==> src/rtl/branch_resolve_pkg.sv <==
// Shared encodings for the branch resolution unit: condition codes, flag bit
// positions, FSM states and the flag value that describes a zero result.
package branch_resolve_pkg;

  localparam logic [2:0] COND_ALWAYS = 3'd0;
  localparam logic [2:0] COND_EQ     = 3'd1;
  localparam logic [2:0] COND_NE     = 3'd2;
  localparam logic [2:0] COND_LT     = 3'd3;
  localparam logic [2:0] COND_GT     = 3'd4;
  localparam logic [2:0] COND_LE     = 3'd5;
  localparam logic [2:0] COND_GE     = 3'd6;
  localparam logic [2:0] COND_NEVER  = 3'd7;

  localparam int CC_EQ = 0;
  localparam int CC_LT = 1;
  localparam int CC_GT = 2;
  localparam int CC_LE = 3;
  localparam int CC_GE = 4;
  localparam int CC_NE = 5;

  localparam logic [5:0] CC_RST_FLAGS = 6'b011001;

  typedef enum logic [1:0] {
    S_IDLE    = 2'd0,
    S_WAIT_CC = 2'd1,
    S_DONE    = 2'd2
  } state_e;

endpackage

==> src/rtl/branch_resolve_cond_eval.sv <==
// Combinational condition check: picks one flag bit per condition code,
// with ALWAYS/NEVER ignoring the flags.
module branch_resolve_cond_eval
  import branch_resolve_pkg::*;
(
  input  logic [2:0] cond_i,
  input  logic [5:0] flags_i,
  output logic       taken_o
);

  always_comb begin
    taken_o = 1'b0;
    case (cond_i)
      COND_ALWAYS: taken_o = 1'b1;
      COND_EQ:     taken_o = flags_i[CC_EQ];
      COND_NE:     taken_o = flags_i[CC_NE];
      COND_LT:     taken_o = flags_i[CC_LT];
      COND_GT:     taken_o = flags_i[CC_GT];
      COND_LE:     taken_o = flags_i[CC_LE];
      COND_GE:     taken_o = flags_i[CC_GE];
      COND_NEVER:  taken_o = 1'b0;
      default:     taken_o = 1'b0;
    endcase
  end

endmodule

==> src/rtl/branch_resolve.sv <==
// Resolves conditional branches against the flags of the youngest older
// flag producer; emits a one-cycle registered taken/next-PC result.
module branch_resolve
  import branch_resolve_pkg::*;
#(
  parameter int AW = 32
) (
  input  logic          clk_i,
  input  logic          rst_i,
  input  logic          cc_issue_i,
  input  logic          cc_valid_i,
  input  logic [5:0]    cc_flags_i,
  input  logic          br_valid_i,
  output logic          br_ready_o,
  input  logic [2:0]    br_cond_i,
  input  logic [AW-1:0] br_pc_i,
  input  logic [AW-1:0] br_offset_i,
  output logic          res_valid_o,
  output logic          res_taken_o,
  output logic [AW-1:0] res_pc_o,
  output logic          cc_err_o
);

  localparam logic [AW-1:0] PC_STEP = AW'(4);

  state_e        state_q, state_d;
  logic [1:0]    cnt_q, cnt_d;
  logic [1:0]    wcnt_q, wcnt_d;
  logic [5:0]    flags_q, flags_d;
  logic          err_q, err_d;
  logic [2:0]    cond_q, cond_d;
  logic [AW-1:0] pc_q, pc_d;
  logic [AW-1:0] off_q, off_d;
  logic          res_valid_q, res_taken_q;
  logic [AW-1:0] res_pc_q;

  logic          older_vld, fire, sel_bypass, taken;
  logic [2:0]    eval_cond;
  logic [5:0]    eval_flags;
  logic [AW-1:0] base_pc, base_off, next_pc;

  // A cc_valid only belongs to an older producer if one is outstanding.
  assign older_vld = cc_valid_i && (cnt_q != 2'd0);

  always_comb begin
    cnt_d   = cnt_q;
    flags_d = flags_q;
    err_d   = err_q;
    if (cc_valid_i && cc_issue_i) begin
      flags_d = cc_flags_i;
    end else if (cc_valid_i) begin
      if (cnt_q == 2'd0) begin
        err_d = 1'b1;
      end else begin
        cnt_d   = cnt_q - 2'd1;
        flags_d = cc_flags_i;
      end
    end else if (cc_issue_i) begin
      if (cnt_q == 2'd3) err_d = 1'b1;
      else               cnt_d = cnt_q + 2'd1;
    end
  end

  always_comb begin
    state_d    = state_q;
    wcnt_d     = wcnt_q;
    cond_d     = cond_q;
    pc_d       = pc_q;
    off_d      = off_q;
    fire       = 1'b0;
    sel_bypass = 1'b0;
    eval_cond  = cond_q;
    base_pc    = pc_q;
    base_off   = off_q;
    case (state_q)
      S_IDLE: begin
        if (br_valid_i) begin
          cond_d     = br_cond_i;
          pc_d       = br_pc_i;
          off_d      = br_offset_i;
          eval_cond  = br_cond_i;
          base_pc    = br_pc_i;
          base_off   = br_offset_i;
          wcnt_d     = cnt_q - {1'b0, older_vld};
          sel_bypass = older_vld;
          if (wcnt_d == 2'd0 || br_cond_i == COND_ALWAYS || br_cond_i == COND_NEVER)
            fire = 1'b1;
          else
            state_d = S_WAIT_CC;
        end
      end
      S_WAIT_CC: begin
        if (cc_valid_i) begin
          wcnt_d = wcnt_q - 2'd1;
          if (wcnt_q == 2'd1) begin
            fire       = 1'b1;
            sel_bypass = 1'b1;
          end
        end
      end
      S_DONE:  state_d = S_IDLE;
      default: state_d = S_IDLE;
    endcase
    if (fire) state_d = S_DONE;
  end

  assign eval_flags = sel_bypass ? cc_flags_i : flags_q;

  branch_resolve_cond_eval u_cond_eval (
    .cond_i  (eval_cond),
    .flags_i (eval_flags),
    .taken_o (taken)
  );

  assign next_pc = taken ? (base_pc + base_off) : (base_pc + PC_STEP);

  always_ff @(posedge clk_i) begin
    if (rst_i) begin
      state_q     <= S_IDLE;
      cnt_q       <= 2'd0;
      wcnt_q      <= 2'd0;
      flags_q     <= CC_RST_FLAGS;
      err_q       <= 1'b0;
      cond_q      <= COND_ALWAYS;
      pc_q        <= '0;
      off_q       <= '0;
      res_valid_q <= 1'b0;
      res_taken_q <= 1'b0;
      res_pc_q    <= '0;
    end else begin
      state_q     <= state_d;
      cnt_q       <= cnt_d;
      wcnt_q      <= wcnt_d;
      flags_q     <= flags_d;
      err_q       <= err_d;
      cond_q      <= cond_d;
      pc_q        <= pc_d;
      off_q       <= off_d;
      res_valid_q <= fire;
      if (fire) begin
        res_taken_q <= taken;
        res_pc_q    <= next_pc;
      end
    end
  end

  assign br_ready_o  = (state_q == S_IDLE);
  assign res_valid_o = res_valid_q;
  assign res_taken_o = res_taken_q;
  assign res_pc_o    = res_pc_q;
  assign cc_err_o    = err_q;

endmodule

==> config.mk <==
export PLATFORM = sky130hd
export DESIGN_NAME = branch_resolve
export DESIGN_NICKNAME = d
export VERILOG_FILES = /design/src/rtl/branch_resolve_pkg.sv /design/src/rtl/branch_resolve_cond_eval.sv /design/src/rtl/branch_resolve.sv
export SDC_FILE = /design/constraint.sdc
export NUM_CORES = 1
export LEC_CHECK = 0
export CORE_ASPECT_RATIO = 0.6
export CORE_MARGIN = 5
export CORE_UTILIZATION = 44
export CTS_BUF_LIST = sky130_fd_sc_hd__clkbuf_16
export DETAILED_ROUTE_END_ITERATION = 8
export DONT_BUFFER_PORTS = 1
export GPL_TIMING_DRIVEN = 1
export PLACE_DENSITY_LB_ADDON = 0.05
export SYNTH_ARGS = -nofsm -noshare
export SYNTH_HDL_FRONTEND = slang
export SYNTH_SLANG_ARGS = --single-unit
==> constraint.sdc <==
create_clock -name clk_i -period 10.85 [get_ports clk_i]
set_clock_uncertainty 0.1 [all_clocks]
set_input_delay 2.17 -clock clk_i [delete_from_list [all_inputs] [get_ports clk_i]]
set_output_delay 2.17 -clock clk_i [all_outputs]
set_load 0.05 [all_outputs]
; ---- Yosys cells after proc, flatten, opt, wreduce, memory -nomap -nowiden
; Index checks and enable logic that the tools add are counted.
[word_totals]
regBits = 114
inputBits = 78
output_inout_bits = 36
word_cells = 96
[op_classes]
n_addsub = 6
eq_ne = 21
n_mux = 34
bitwise_logic = 2
n_reduce_logical = 21
[ops]
columns = operator, n
row1 = 32-bit two-way mux, 5
row2 = "32-bit by 3-bit adder with 32-bit output, second input constant", 1
row3 = 32-bit adder, 1
row4 = 6-bit two-way mux, 4
row5 = 2-bit two-way mux, 9
row6 = "3-bit equality test, second input constant", 5
row7 = "2-bit inequality test, second input constant", 7
row8 = 2-bit nonzero test, 5
row9 = 1-bit two-way mux, 9
row10 = 3-bit AND reduction, 3
row11 = 1-bit one-hot mux with 8 select lines, 1
row12 = 2-bit one-hot mux with 2 select lines, 2
row13 = 4-bit AND reduction, 2
row14 = "3-bit by 2-bit equality test with 1-bit output, second input constant", 2
row15 = 2-bit zero test, 3
row16 = 3-bit zero test, 2
row17 = 3-bit two-way mux, 2
row18 = "2-bit by 1-bit equality test with 1-bit output, second input constant", 2
row19 = 1-bit one-hot mux with 2 select lines, 2
row20 = "2-bit by 1-bit subtractor with 2-bit output, second input constant", 2
row21 = "3-bit by 1-bit equality test with 1-bit output, second input constant", 1
row22 = "3-bit by 2-bit inequality test with 1-bit output, second input constant", 1
row23 = "3-bit inequality test, second input constant", 1
row24 = "2-bit by 1-bit adder with 2-bit output, second input constant", 1
row25 = 8 further kinds, 11

; ---- Depth between registers and ports, before layout
[depth]
ltp_word = 11
mapped_depth = 20
mapped_depth_nobuf = 14

; ---- Hierarchy
; Synthesis repeated with hierarchy kept, for this count alone.
[hier_totals]
hier_cells = 931
hier_area_um2 = 7229.4
[by_module_without_submodules]
columns = module, instances, cells_each, area_each_um2, seq_area_each_um2
row1 = branch_resolve, 1, 923, 7163.1, 2282.2
row2 = branch_resolve_cond_eval, 1, 8, 66.3, 0.0

; ---- Worst setup path before layout
; OpenSTA, ideal clock, no wires.
[synth_timing]
path_kind = input -> register
startpoint = input br_valid_i
endpoint = register res_pc_q[31], in the netlist res_pc_o[31]
arrival_ns = 5.931
required_ns = 10.662
setup_slack_ns = 4.731
cell_stages = 19
path_buffers = 6
path_cell_list = nor3b_2 -> buf_4 -> buf_2 -> buf_4 -> buf_2 -> buf_2 -> buf_2 -> nand2_1 -> nand2_1 -> ha_1 -> a21o_1 -> a31o_1 -> or3_1 -> a21oi_1 -> nor2_1 -> a41o_1 -> a211oi_1 -> xnor2_1 -> a311oi_2
[synth_between]
word_cells_on_any_way = 23
[synth_rtl]
columns = element, line
row1 = "start, declared", branch_resolve.sv:13  ; input logic br_valid_i,
row2 = 32-bit two-way mux (2 in series), --
row3 = via base_off[12], branch_resolve.sv:40  ; logic [AW-1:0] base_pc, base_off, next_pc;
row4 = 32-bit adder, branch_resolve.sv:115  ; assign next_pc = taken ? (base_pc + base_off) : (base_pc + PC_STEP);
row5 = 32-bit two-way mux, branch_resolve.sv:115
row6 = "end signal, assigned", branch_resolve.sv:142  ; res_pc_q <= next_pc;
row7 = "end, declared", branch_resolve.sv:35  ; logic [AW-1:0] res_pc_q;
; The timed path passes the listed nets, and every way through them passes these cells.
; A chain may end at the register's enable or synchronous reset.

; ---- Final worst setup path
[layout_timing]
startpoint = input br_valid_i
endpoint = register res_pc_q[31], in the netlist res_pc_o[31]
[layout_between]
word_cells_on_any_way = 23
[layout_rtl]
columns = element, line
row1 = 32-bit two-way mux (*) (2 in series), --
row2 = via base_pc[22], branch_resolve.sv:40
row3 = 32-bit by 3-bit adder with 32-bit output / 32-bit adder (equally long branches), branch_resolve.sv:115
row4 = 32-bit two-way mux (*), branch_resolve.sv:115
; The timed path passes the listed nets; every way through them passes the cells marked *.

==> out/metrics.yaml <==
synth_edf_count: 0
finalMaxSlewViolations: 0
htreeDepth: 4
design_area_sq_mm: 0.00788
dpl_cell_area_sq_mm: 0.00727
clock-root-buffer: "clkbuf_16"
cts_tree: "yes"
syn-num-nets: 1056
cp-end-kind: "register"
max_cap_viol_count: 0
drc: 0
ys_ff_latch: 114
status: "completed"
ctsHoldBuffers: 0
ys_types: 69
synth.avg_cell_area_sq_um: 7.61
finalHoldWorstSlack_ns: 0.362
yosysTopAreaCell: "dfxtp_1"
min_from: "off_q[11]$_SDFF_PP0_"
finalWeightedCongestion: 0.930
grt_max_degree: 115
first_iter_violations: 532
dr.pass1.iters: 5
cts_num_sinks: 114
synth_area_leaders: "dfxtp_1 32%, nand2_1 9.0%, a21oi_1 6.9%"
powerDensity_mw_per_mm2: 187
hold_depth: 2
hpwl_microns: 16700
clkTransAtPathRegs_ns: 0.06
crit_arrival_ns: 6.44
synth_top_family_by_area: "simple AND/OR/NAND/NOR gates"
final_cells: 1143
grt_pass1_vias: 6052
worst_slew_pin_slew_ns: 0.904
grt_usage_pct: 23.4
period_share_pct: 57.2
clk_path_buf_depth: 2
synth_compound_area_share_pct: 19.8
ys_async_sr_fraction_pct: 0
tns_ns: 0
die-area_sq_mm: 0.0190
final_net_count: 1034
grt_overflow_total: 0
ys_seq_area_share_pct: 31.8
via_per_inst: 5.77
min_period_ns: 6.20
cp-start-kind: "primary input"
core_sq_mm: 0.0161
critPathRequiredTime_ns: 11.08
cts_setup_buffers: 0
hold_class: "reg -> reg"
path_max_fanout: 65
drive_above_1_share_pct: 6.32
drtAntennaViolNets: 0
path_class: "in -> reg"
die-width_microns: 175
synthCells: 942
antenna_found_initial: 2
ys_warn_count: 0
numCtsBuffers: 17
dp_cells: 1110
wire_per_inst_microns: 19.4
cts_repair_resize_count: 0
multi_input_area_sq_mm: 0.00454
ios: 114
routed_wl_microns: 22100
muxShareOfSynthArea_pct: 6.21
n_fill_cell: 1615
r2r_start: "state_q[1]$_SDFFE_PP0P_"
regArea_sq_mm: 0.00228
vias: 6592
reg2reg_depth: 15
postLayoutCoreUtil_pct: 48.9
syn2layout_area_growth_pct: 9.86
synth_flop_cell: "dfxtp_1"
vdd.ir_drop.worst_uv: 110
max_freq_mhz: 161
setup_viol: 0
rows: 36
synthAdderAreaFrac_pct: 6.39
die_h_microns: 109
clock_latency_ns: 0.42
synth-xor-area-share_pct: 6.60
p_leak_nw: 3.53
syn-cell-area_sq_mm: 0.00717
io_buffers: 0
relSlewSlack_pct: 39.5
grt_pass1_wl_microns: 34500
synth_top_area_share_pct: 31.8
synthSimpleGateAreaFrac_pct: 24.0
startpoint: "br_valid_i"
rsz0062_at_grt: "no"
hold_viol: 0
start_util_pct: 44.5
cells in the final DEF (no fill, tap or decap), drive strengths merged, types with 16 or more instances in the layout:
master,netlist,routed
a21o,17,17
nor3,16,16
nand2,173,173
nor2,100,100
ha,35,35
inv,38,41
dfxtp,114,114
a21oi,99,99
a211oi,29,29
xnor2,42,42
o21ai,34,34
nor2b,16,16
clkbuf,29,17
mux2i,40,40
nand3,37,37
power breakdown:
group	switching (mW)	total, mW	internal (mW)
Combinational	0.223	0.349	0.126
Clock	0.222	0.585	0.363
Sequential	0.0844	0.540	0.456
registers in the layout, summed over array words and instances (netlist names), 2 cells and up:
| register | count |
|---|---|
| state_q | 2 |
| wcnt_q | 2 |
| res_pc_o | 32 |
| flags_q | 6 |
| cnt_q | 2 |
| cond_q | 3 |
| pc_q | 32 |
| off_q | 32 |
cells in the mapped netlist, types with 2 or more instances:
cell,count
nand2_1,171
dfxtp_1,114
nor2_1,100
a21oi_1,99
xnor2_1,42
mux2i_1,40
inv_1,38
nand3_1,37
ha_1,35
clkbuf_1,29
a211oi_1,28
o21ai_0,26
a21o_1,17
nor2b_1,16
nor3_1,13
xor2_1,12
buf_2,11
a31oi_1,7
and3_1,7
nand4_1,7
o211ai_1,7
o21ai_1,7
nand2b_1,5
a211o_1,4
buf_6,4
nor4_1,4
o21a_1,4
nand3b_1,3
nor3_2,3
o22ai_1,3
o31ai_1,3
and2_1,2
and4_1,2
buf_4,2
mux2_2,2
nand2_4,2
nor3b_1,2
nor3b_2,2
or2_2,2
layout make-up:
| type | instances | area share (%) |
|---|---|---|
| antenna | 1 | 0.0318 |
| clock inverter | 15 | 2.32 |
| tap | 209 | 3.32 |
| timing repair buffer | 6 | 0.572 |
| sequential | 114 | 29.0 |
| clock buffer | 17 | 5.40 |
| multi-input combinational | 743 | 57.6 |
| inverter | 38 | 1.81 |
path summary, 6_finish.rpt:
kind / slack [ns] / to
min: 0.36 / off_q[11]$_SDFF_PP0_
max: 4.65 / res_pc_o[31]$_SDFFE_PP0P_
min reg2reg: 0.36 / off_q[11]$_SDFF_PP0_
max reg2reg: 5.98 / res_pc_o[31]$_SDFFE_PP0P_
worst max-delay path: stages:
cell and delay, ns:
nor3b_4 0.15, buf_4 0.39, buf_4 0.67, mux2i_1 0.46, inv_1 0.09, ha_1 0.38
a21oi_1 0.27, o21ai_0 0.17, or3_1 0.36, a21oi_1 0.20, nor2_1 0.11, a41o_1 0.30
a211oi_1 0.27, xnor2_1 0.12, a311oi_2 0.26
metal layers:
metal,vias up,GRT usage (%),wire length [microns]
met5,-,0,13
met2,236,29.1,7760
li1,3245,-,-
met3,20,8.28,2280
met4,2,5.71,221
met1,3089,36.9,11900
per-stage QoR:
step / worst slack, ns / power [mW]
floorplan: 4.73 / 0.812
global placement: 4.40 / 0.888
detailed placement: 4.29 / 0.891
CTS: 4.72 / 1.48
global route: 4.31 / 1.54
finish: 4.65 / 1.47
cells by family after synthesis:
| kind of cell | after synthesis |
|---|---|
| fa+ha+maj | 36 |
| flops | 114 |
| buf+inv | 85 |
| simple gates | 384 |
| compound gates | 226 |
| xor+xnor | 54 |
| mux | 43 |
Power figures use the tool's default switching activity.
